--- src/rtl/hs32_pkg.sv ---
// hs32_pkg: shared lock-state encoding and default widths for the hs32 register-file arbiter.
package hs32_pkg;
  localparam int HS32_ADDR_WIDTH = 4;
  localparam int HS32_DATA_WIDTH = 32;
  typedef enum logic [1:0] {
    UNLOCKED = 2'd0,
    OWN0     = 2'd1,
    OWN1     = 2'd2
  } lock_t;
endpackage

--- src/rtl/hs32_regarb_pick.sv ---
// hs32_regarb_pick: combinational one-hot grant for two clients; HS32_REGARB_RR_EN selects round-robin conflicts.
module hs32_regarb_pick
  import hs32_pkg::*;
(
  input  logic       valid0,
  input  logic       valid1,
  input  lock_t      state,
`ifdef HS32_REGARB_RR_EN
  input  logic       last,
`endif
  output logic [1:0] grant
);
  logic win1;
`ifdef HS32_REGARB_RR_EN
  assign win1 = ~last;
`else
  assign win1 = 1'b0;
`endif
  // The unused state code 2'd3 falls through to unlocked arbitration.
  always_comb
    grant = state == OWN0 ? {1'b0, valid0} :
            state == OWN1 ? {valid1, 1'b0} :
            (valid0 & valid1) ? (win1 ? 2'b10 : 2'b01) :
            {valid1, valid0};
endmodule

--- src/rtl/hs32_regarb.sv ---
// hs32_regarb: two-client arbiter/sequencer for a dual-read/single-write register file.
// Build option: define HS32_REGARB_RR_EN for round-robin conflicts (fixed client-0 priority otherwise).
module hs32_regarb
  import hs32_pkg::*;
#(
  parameter int ADDR_WIDTH = HS32_ADDR_WIDTH,
  parameter int DATA_WIDTH = HS32_DATA_WIDTH
) (
  input  logic                  clk,
  input  logic                  reset,
  input  logic                  c0_valid,
  output logic                  c0_ready,
  input  logic                  c0_we,
  input  logic                  c0_lock,
  input  logic [ADDR_WIDTH-1:0] c0_wadr,
  input  logic [DATA_WIDTH-1:0] c0_din,
  input  logic [ADDR_WIDTH-1:0] c0_radr1,
  input  logic [ADDR_WIDTH-1:0] c0_radr2,
  output logic                  c0_rvalid,
  input  logic                  c1_valid,
  output logic                  c1_ready,
  input  logic                  c1_we,
  input  logic                  c1_lock,
  input  logic [ADDR_WIDTH-1:0] c1_wadr,
  input  logic [DATA_WIDTH-1:0] c1_din,
  input  logic [ADDR_WIDTH-1:0] c1_radr1,
  input  logic [ADDR_WIDTH-1:0] c1_radr2,
  output logic                  c1_rvalid,
  output logic [DATA_WIDTH-1:0] rdata1,
  output logic [DATA_WIDTH-1:0] rdata2,
  output logic                  rf_we,
  output logic [ADDR_WIDTH-1:0] rf_wadr,
  output logic [ADDR_WIDTH-1:0] rf_radr1,
  output logic [ADDR_WIDTH-1:0] rf_radr2,
  output logic [DATA_WIDTH-1:0] rf_din,
  input  logic [DATA_WIDTH-1:0] rf_dout1,
  input  logic [DATA_WIDTH-1:0] rf_dout2
);
  lock_t       state;
  logic [1:0]  grant;
  logic [1:0]  g;
  logic        sel1;
  logic        lk;
`ifdef HS32_REGARB_RR_EN
  logic        last;
`endif
  hs32_regarb_pick u_pick (
    .valid0 (c0_valid),
    .valid1 (c1_valid),
    .state  (state),
`ifdef HS32_REGARB_RR_EN
    .last   (last),
`endif
    .grant  (grant)
  );
  // Reset gates the grant so nothing reaches the file while reset is low.
  assign g        = grant & {2{reset}};
  assign sel1     = grant[1];
  assign c0_ready = g[0];
  assign c1_ready = g[1];
  assign lk       = sel1 ? c1_lock : c0_lock;
  assign rf_we    = |g & (sel1 ? c1_we : c0_we);
  assign rf_wadr  = sel1 ? c1_wadr : c0_wadr;
  assign rf_din   = sel1 ? c1_din : c0_din;
  assign rf_radr1 = sel1 ? c1_radr1 : c0_radr1;
  assign rf_radr2 = sel1 ? c1_radr2 : c0_radr2;
  assign rdata1   = rf_dout1;
  assign rdata2   = rf_dout2;
  always_ff @(posedge clk or negedge reset)
    if (!reset) begin
      state     <= UNLOCKED;
      c0_rvalid <= 1'b0;
      c1_rvalid <= 1'b0;
`ifdef HS32_REGARB_RR_EN
      last      <= 1'b1;
`endif
    end else begin
      c0_rvalid <= g[0] & ~c0_we;
      c1_rvalid <= g[1] & ~c1_we;
      if (|g) begin
        state <= lk ? (sel1 ? OWN1 : OWN0) : UNLOCKED;
`ifdef HS32_REGARB_RR_EN
        last  <= sel1;
`endif
      end
    end
endmodule
--- config.mk ---
export PLATFORM = sky130hd
export DESIGN_NAME = hs32_regarb
export DESIGN_NICKNAME = d
export VERILOG_FILES = /design/src/rtl/hs32_pkg.sv /design/src/rtl/hs32_regarb_pick.sv /design/src/rtl/hs32_regarb.sv
export SDC_FILE = /design/constraint.sdc
export NUM_CORES = 1
export LEC_CHECK = 0
export BUFFER_PORTS_ARGS = -buffer_cell sky130_fd_sc_hd__buf_2
export CORE_AREA = 2 2 107 109
export DETAILED_ROUTE_END_ITERATION = 10
export DIE_AREA = 0 0 109 111
export PLACE_DENSITY = 0.48
export SETUP_SLACK_MARGIN = 0.5
export SYNTH_ARGS = -nofsm -noshare
export SYNTH_HDL_FRONTEND = slang
export SYNTH_SLANG_ARGS = --single-unit
--- constraint.sdc ---
create_clock -name clk -period 1.7 [get_ports clk]
set_input_delay 0.085 -clock clk [delete_from_list [all_inputs] [get_ports clk]]
set_output_delay 0.085 -clock clk [all_outputs]
set_load 0.02 [all_outputs]
## Word level (Yosys, flattened, before mapping)

Cells that the tools add are included.
W data, S select, Z words.

- Input bits: 160
- Flip-flop bits (word level): 4
- Output and inout bits: 113

- Bitwise logic cells: 7
- Reduce and logical (&&, ||, !) cells: 1
- Equality and inequality tests: 2
- Multiplexer cells: 11

Operators with widths:

| kind | count |
|---|---|
| $mux W32 | 1 |
| $mux W4 | 3 |
| $mux W2 | 5 |
| $and A1 B1 Y1 | 4 |
| $and A2 B2 Y2 | 1 |
| $eq A2 B1 Y1 const B | 1 |
| $eq A2 B2 Y1 const B | 1 |
| $mux W1 | 2 |
| $not A1 Y1 | 2 |
| $reduce_or A2 Y1 | 1 |

## Logic depth before layout (Yosys ltp)

- Word-level depth: 7
- Gate-level depth with buffers: 4
- Gate-level depth less buffers: 3

## Modules after synthesis

A second synthesis with hierarchy kept.

- Cell total of the unflattened synthesis: 136
- Area, all modules: 1226.2 sq um

Modules (own cells, without submodules):

| module | sequential area each (sq um) | cells each | times used | area each (sq um) |
|---|---|---|---|---|
| hs32_regarb | 100.1 | 131 | 1 | 1196.1 |
| hs32_regarb_pick | 0.0 | 5 | 1 | 30.0 |

## Worst setup path after synthesis

No wires, ideal clock.

- Kind: reg-to-output
- Start point: register state[1]
- End point: output port rf_din[0]
- Arrival: 1416 ps
- Stages on the path, launching flop included: 5
- Required time: 1615 ps
- Setup slack: 199 ps
- Cell sequence: dfrtp_1 nor2b_4 o211ai_4 buf_8 mux2_4

- Longest elaborated chain between the ends: 4
- Elaborated cells between the ends (all ways): 5
- Classes of those cells: 2 x eq/ne; 3 x mux

Ends and longest elaborated chain:

| item | line | source |
|---|---|---|
| start, declared | hs32_regarb.sv:39 | `lock_t state;` |
| start signal, assigned | hs32_regarb.sv:81 | `state <= lk ? (sel1 ? OWN1 : OWN0) : UNLOCKED;` |
| $eq A2 B2 Y1 | hs32_regarb_pick.sv:22 | `state == OWN1 ? {valid1, 1'b0} :` |
| $mux W2 | hs32_regarb_pick.sv:22 |  |
| $mux W2 (*) | hs32_regarb_pick.sv:21 | `grant = state == OWN0 ? {1'b0, valid0} :` |
| $mux W32 (*) | hs32_regarb.sv:64 | `assign rf_din = sel1 ? c1_din : c0_din;` |
| end, declared | hs32_regarb.sv:35 | `output logic [DATA_WIDTH-1:0] rf_din,` |

Every way passes the cells marked *; elsewhere a longest branch is shown, timed or not.

## Worst setup path in the final report

- Start point: register state[1]
- End point: output port rf_din[9]

Same word-level chain as after synthesis.

==> impl_results.rst <==
.. list-table::
   :header-rows: 1

   * - Metric
     - Value
   * - Diodes inserted
     - 0
   * - Count of nets left with antenna violations after detail routing
     - 0
   * - Largest area contributor in the netlist
     - mux2_4
   * - Rel. slew slack
     - 84.3%
   * - Clk sink count
     - 4
   * - Number of CTS-inserted buffers
     - 3
   * - Number of nets produced by synthesis
     - 303
   * - CTS H-Tree Depth
     - 1
   * - Drt initial violations
     - 30
   * - Drt total wl
     - 5270 um
   * - Tightest Pin Transition
     - 235 ps
   * - Number of failing hold endpoints at the final stage
     - 0
   * - Setup repair after global routing missed its margin
     - true
   * - Worst Skew
     - 4.32 ps
   * - PnR worst setup slack
     - -132 ps
   * - Relative area change from synthesis to final layout
     - 43.4%
   * - Final std cells w/o fill
     - 376
   * - DRC viols
     - 0
   * - Final hold slack
     - 33.1 ps
   * - Wire length of the first global-routing pass
     - 6780 um
   * - Power per Cell Area
     - 602 nW/um^2
   * - Static Leak
     - 1.21 nW
   * - Startpoint-to-endpoint class of the critical path
     - reg -> out
   * - Aggregate global-route resource usage
     - 7.41%
   * - Nature of the critical path startpoint
     - register
   * - Post-route total power
     - 0.00125 W
   * - Clock slew at the register clock pins of the worst setup and hold paths
     - 30 ps
   * - Data arrival time of the critical path
     - 1750 ps
   * - Instance count after placement with tap cells included
     - 366
   * - CTS tree
     - done
   * - Maximum resistive drop on vdd
     - 0.216 mV
   * - Largest fanout on the critical path
     - 10
   * - Cell-by-cell listing of the critical path
     - nor2b_4, o211ai_4, buf_6, buf_12, mux2_4, buf_4
   * - Count of vias placed by the detailed router
     - 1,337
   * - Slowest stage delay, CP
     - 380 ps
   * - Dominant cells by area after synthesis
     - mux2_4 (41%), buf_4 (33%), dfrtp_1 (6.9%)
   * - Fraction of final layout cells with drive strength greater than 1
     - 87.6%
   * - Global-route congestion overflow total
     - 0
   * - Violations in the final reports
     - negative setup slack
   * - Maximum number of pins on one net before global-route repair
     - 20
   * - Post-synthesis sequential element count
     - 4
   * - Maximum achievable frequency
     - 0.546 GHz
   * - Number of global-route vias before repair
     - 1,363
   * - Number of rows created at floorplan
     - 39
   * - Data required time of the critical path
     - 1620 ps
   * - Initial core utilization
     - 13.1%
   * - Initial antenna violation count
     - 0
   * - Final HPWL from detailed placement
     - 4200 um
   * - Cell area after technology mapping
     - 1450 um^2
   * - Placement Setup Slack
     - 72.8 ps
   * - Yosys top cell area share
     - 41.5%
   * - Area of the die
     - 12,100 um^2
   * - Average footprint of a synthesized cell
     - 10.1 um^2
   * - Max-capacitance violation count
     - 0
   * - Number of port buffers
     - 144
   * - I/O pin count
     - 273
   * - Total of warnings raised by yosys
     - 0
   * - Number of buffers on the longest clock path
     - 2
   * - Routed WL per cell
     - 14.0 um
   * - Final setup viols
     - 41
   * - Cells after Synth
     - 143
   * - Pre-Repair DR Iteration Count
     - 2
   * - Final setup TNS
     - -4100 ps
   * - Type of the worst min-delay path
     - in -> reg
   * - Critical Path End Type
     - output port
   * - Time the worst path needs with I/O delays and setup
     - 1830 ps
   * - Worst-skew pair later-pin latency
     - 220 ps
   * - Share of the clock period used by the worst path
     - 108%
   * - Chip width
     - 109 um
   * - Cell type of the slowest stage on the worst timing path
     - dfrtp_1
   * - Net count reported at finish
     - 395
   * - Final Max Slew Viols
     - 0
   * - Routability congestion estimate from global placement
     - 0.767
   * - Portion of the post-synthesis area used by sequential elements
     - 6.91%
   * - Routed vias/inst
     - 3.56
   * - Buffer cell driving the clock tree root
     - clkbuf_16
   * - Run status
     - finished, violations left
   * - Area of the core
     - 11,100 um^2
   * - Height of the chip
     - 111 um
   * - Count of different cell masters after synthesis
     - 21
## cell type report
type	count	area [um^2]
Inverter	2	7.51
Sequential cell	4	100
Tap cell	143	179
Multi-Input combinational cell	69	808
Timing Repair Buffer	155	907
Clock buffer	3	75.1
Fill cell	1232	9000
## registers in the layout (all words and copies together), names as in the netlist
signal	count
state	2
c0_rvalid	1
c1_rvalid	1
## critical path, delay by kind of cell, from the launching register on
family | cells | cell delay (ps)
AOI/OAI and AO/OA | 1 | 200
and+or+nand+nor | 1 | 140
muxes | 1 | 330
buffers and inverters | 3 | 470
DFF | 1 | 380
## what timing repair did
item,in CTS,in global routing
setup buffers,3,0
gates cloned,1,2
pin swaps,3,2
setup endpoints to repair,47,47
hold buffers,1,0
endpoints found under the hold margin,4,0
resized for setup,12,4
## cell usage after synthesis, drive strengths merged
cell type  instances
a211oi             1
a21boi             1
a21oi              1
a221oi             1
a31oi              1
and3               1
buf               68
dfrtp              4
inv                2
mux2              44
nand2              3
nand2b             2
nand3              1
nor2               5
nor2b              2
nor3               2
o211ai             1
o21ai              3
## per-stage QoR
step	utilization, %	area [um^2]
final	18.8	2080
after global routing	18.8	2080
after CTS	18.2	2020
after detailed placement	16.7	1850
after global placement	16.7	1850
after floorplan	-	1450
## path summary, 6_finish.rpt
path / depth (start not counted) / startpoint / slack (ps) / endpoint
max: 6 / state[1] / -130 / rf_din[9]
min: 2 / c0_we / 30 / c0_rvalid
max reg2reg: 4 / state[1] / 700 / c0_rvalid
min reg2reg: 2 / state[0] / 580 / state[1]
max in group asynchronous: 2 / reset / 1170 / state[1]
min in group asynchronous: 2 / reset / 330 / c1_rvalid
## cell usage in the layout (no fill, tap or decap), types with 2 or more instances in the layout
cell | Yosys | routed
buf_2 | 0 | 138
buf_4 | 64 | 7
buf_6 | 0 | 5
clkbuf_16 | 0 | 5
dfrtp_1 | 4 | 4
inv_1 | 2 | 2
mux2_2 | 4 | 4
mux2_4 | 40 | 40
nand2_1 | 3 | 3
nand2b_1 | 2 | 2
nor2_1 | 5 | 5
nor2b_4 | 1 | 2
nor3_1 | 2 | 2
o21ai_1 | 0 | 2
## logic make-up (layout without fill, tap and decap cells)
logic type / after synthesis / after routing / synth area share, %
flip-flops: 4 / 4 / 6.91
AO/OA/AOI/OAI: 9 / 9 / 4.92
buffers and inverters: 70 / 160 / 37.8
multiplexers: 44 / 44 / 44.6
AND/OR/NAND/NOR: 16 / 16 / 5.79
## power by group
part | switching [W] | total [W] | internal, W
Clock | 0.0000675 | 0.000368 | 0.000301
Sequential | 0.00000397 | 0.000109 | 0.000105
Combinational | 0.000367 | 0.000773 | 0.000407
## metal layers
metal  vias to the layer above  GRT usage (%)  wire [um]
li1                        604              -          -
met1                       591           7.56       1870
met2                       114           14.0       2560
met3                        28           1.65        706
met4                         0           3.25        134
met5                         -              0          0
Note: power is estimated with default switching activity, not from simulation.
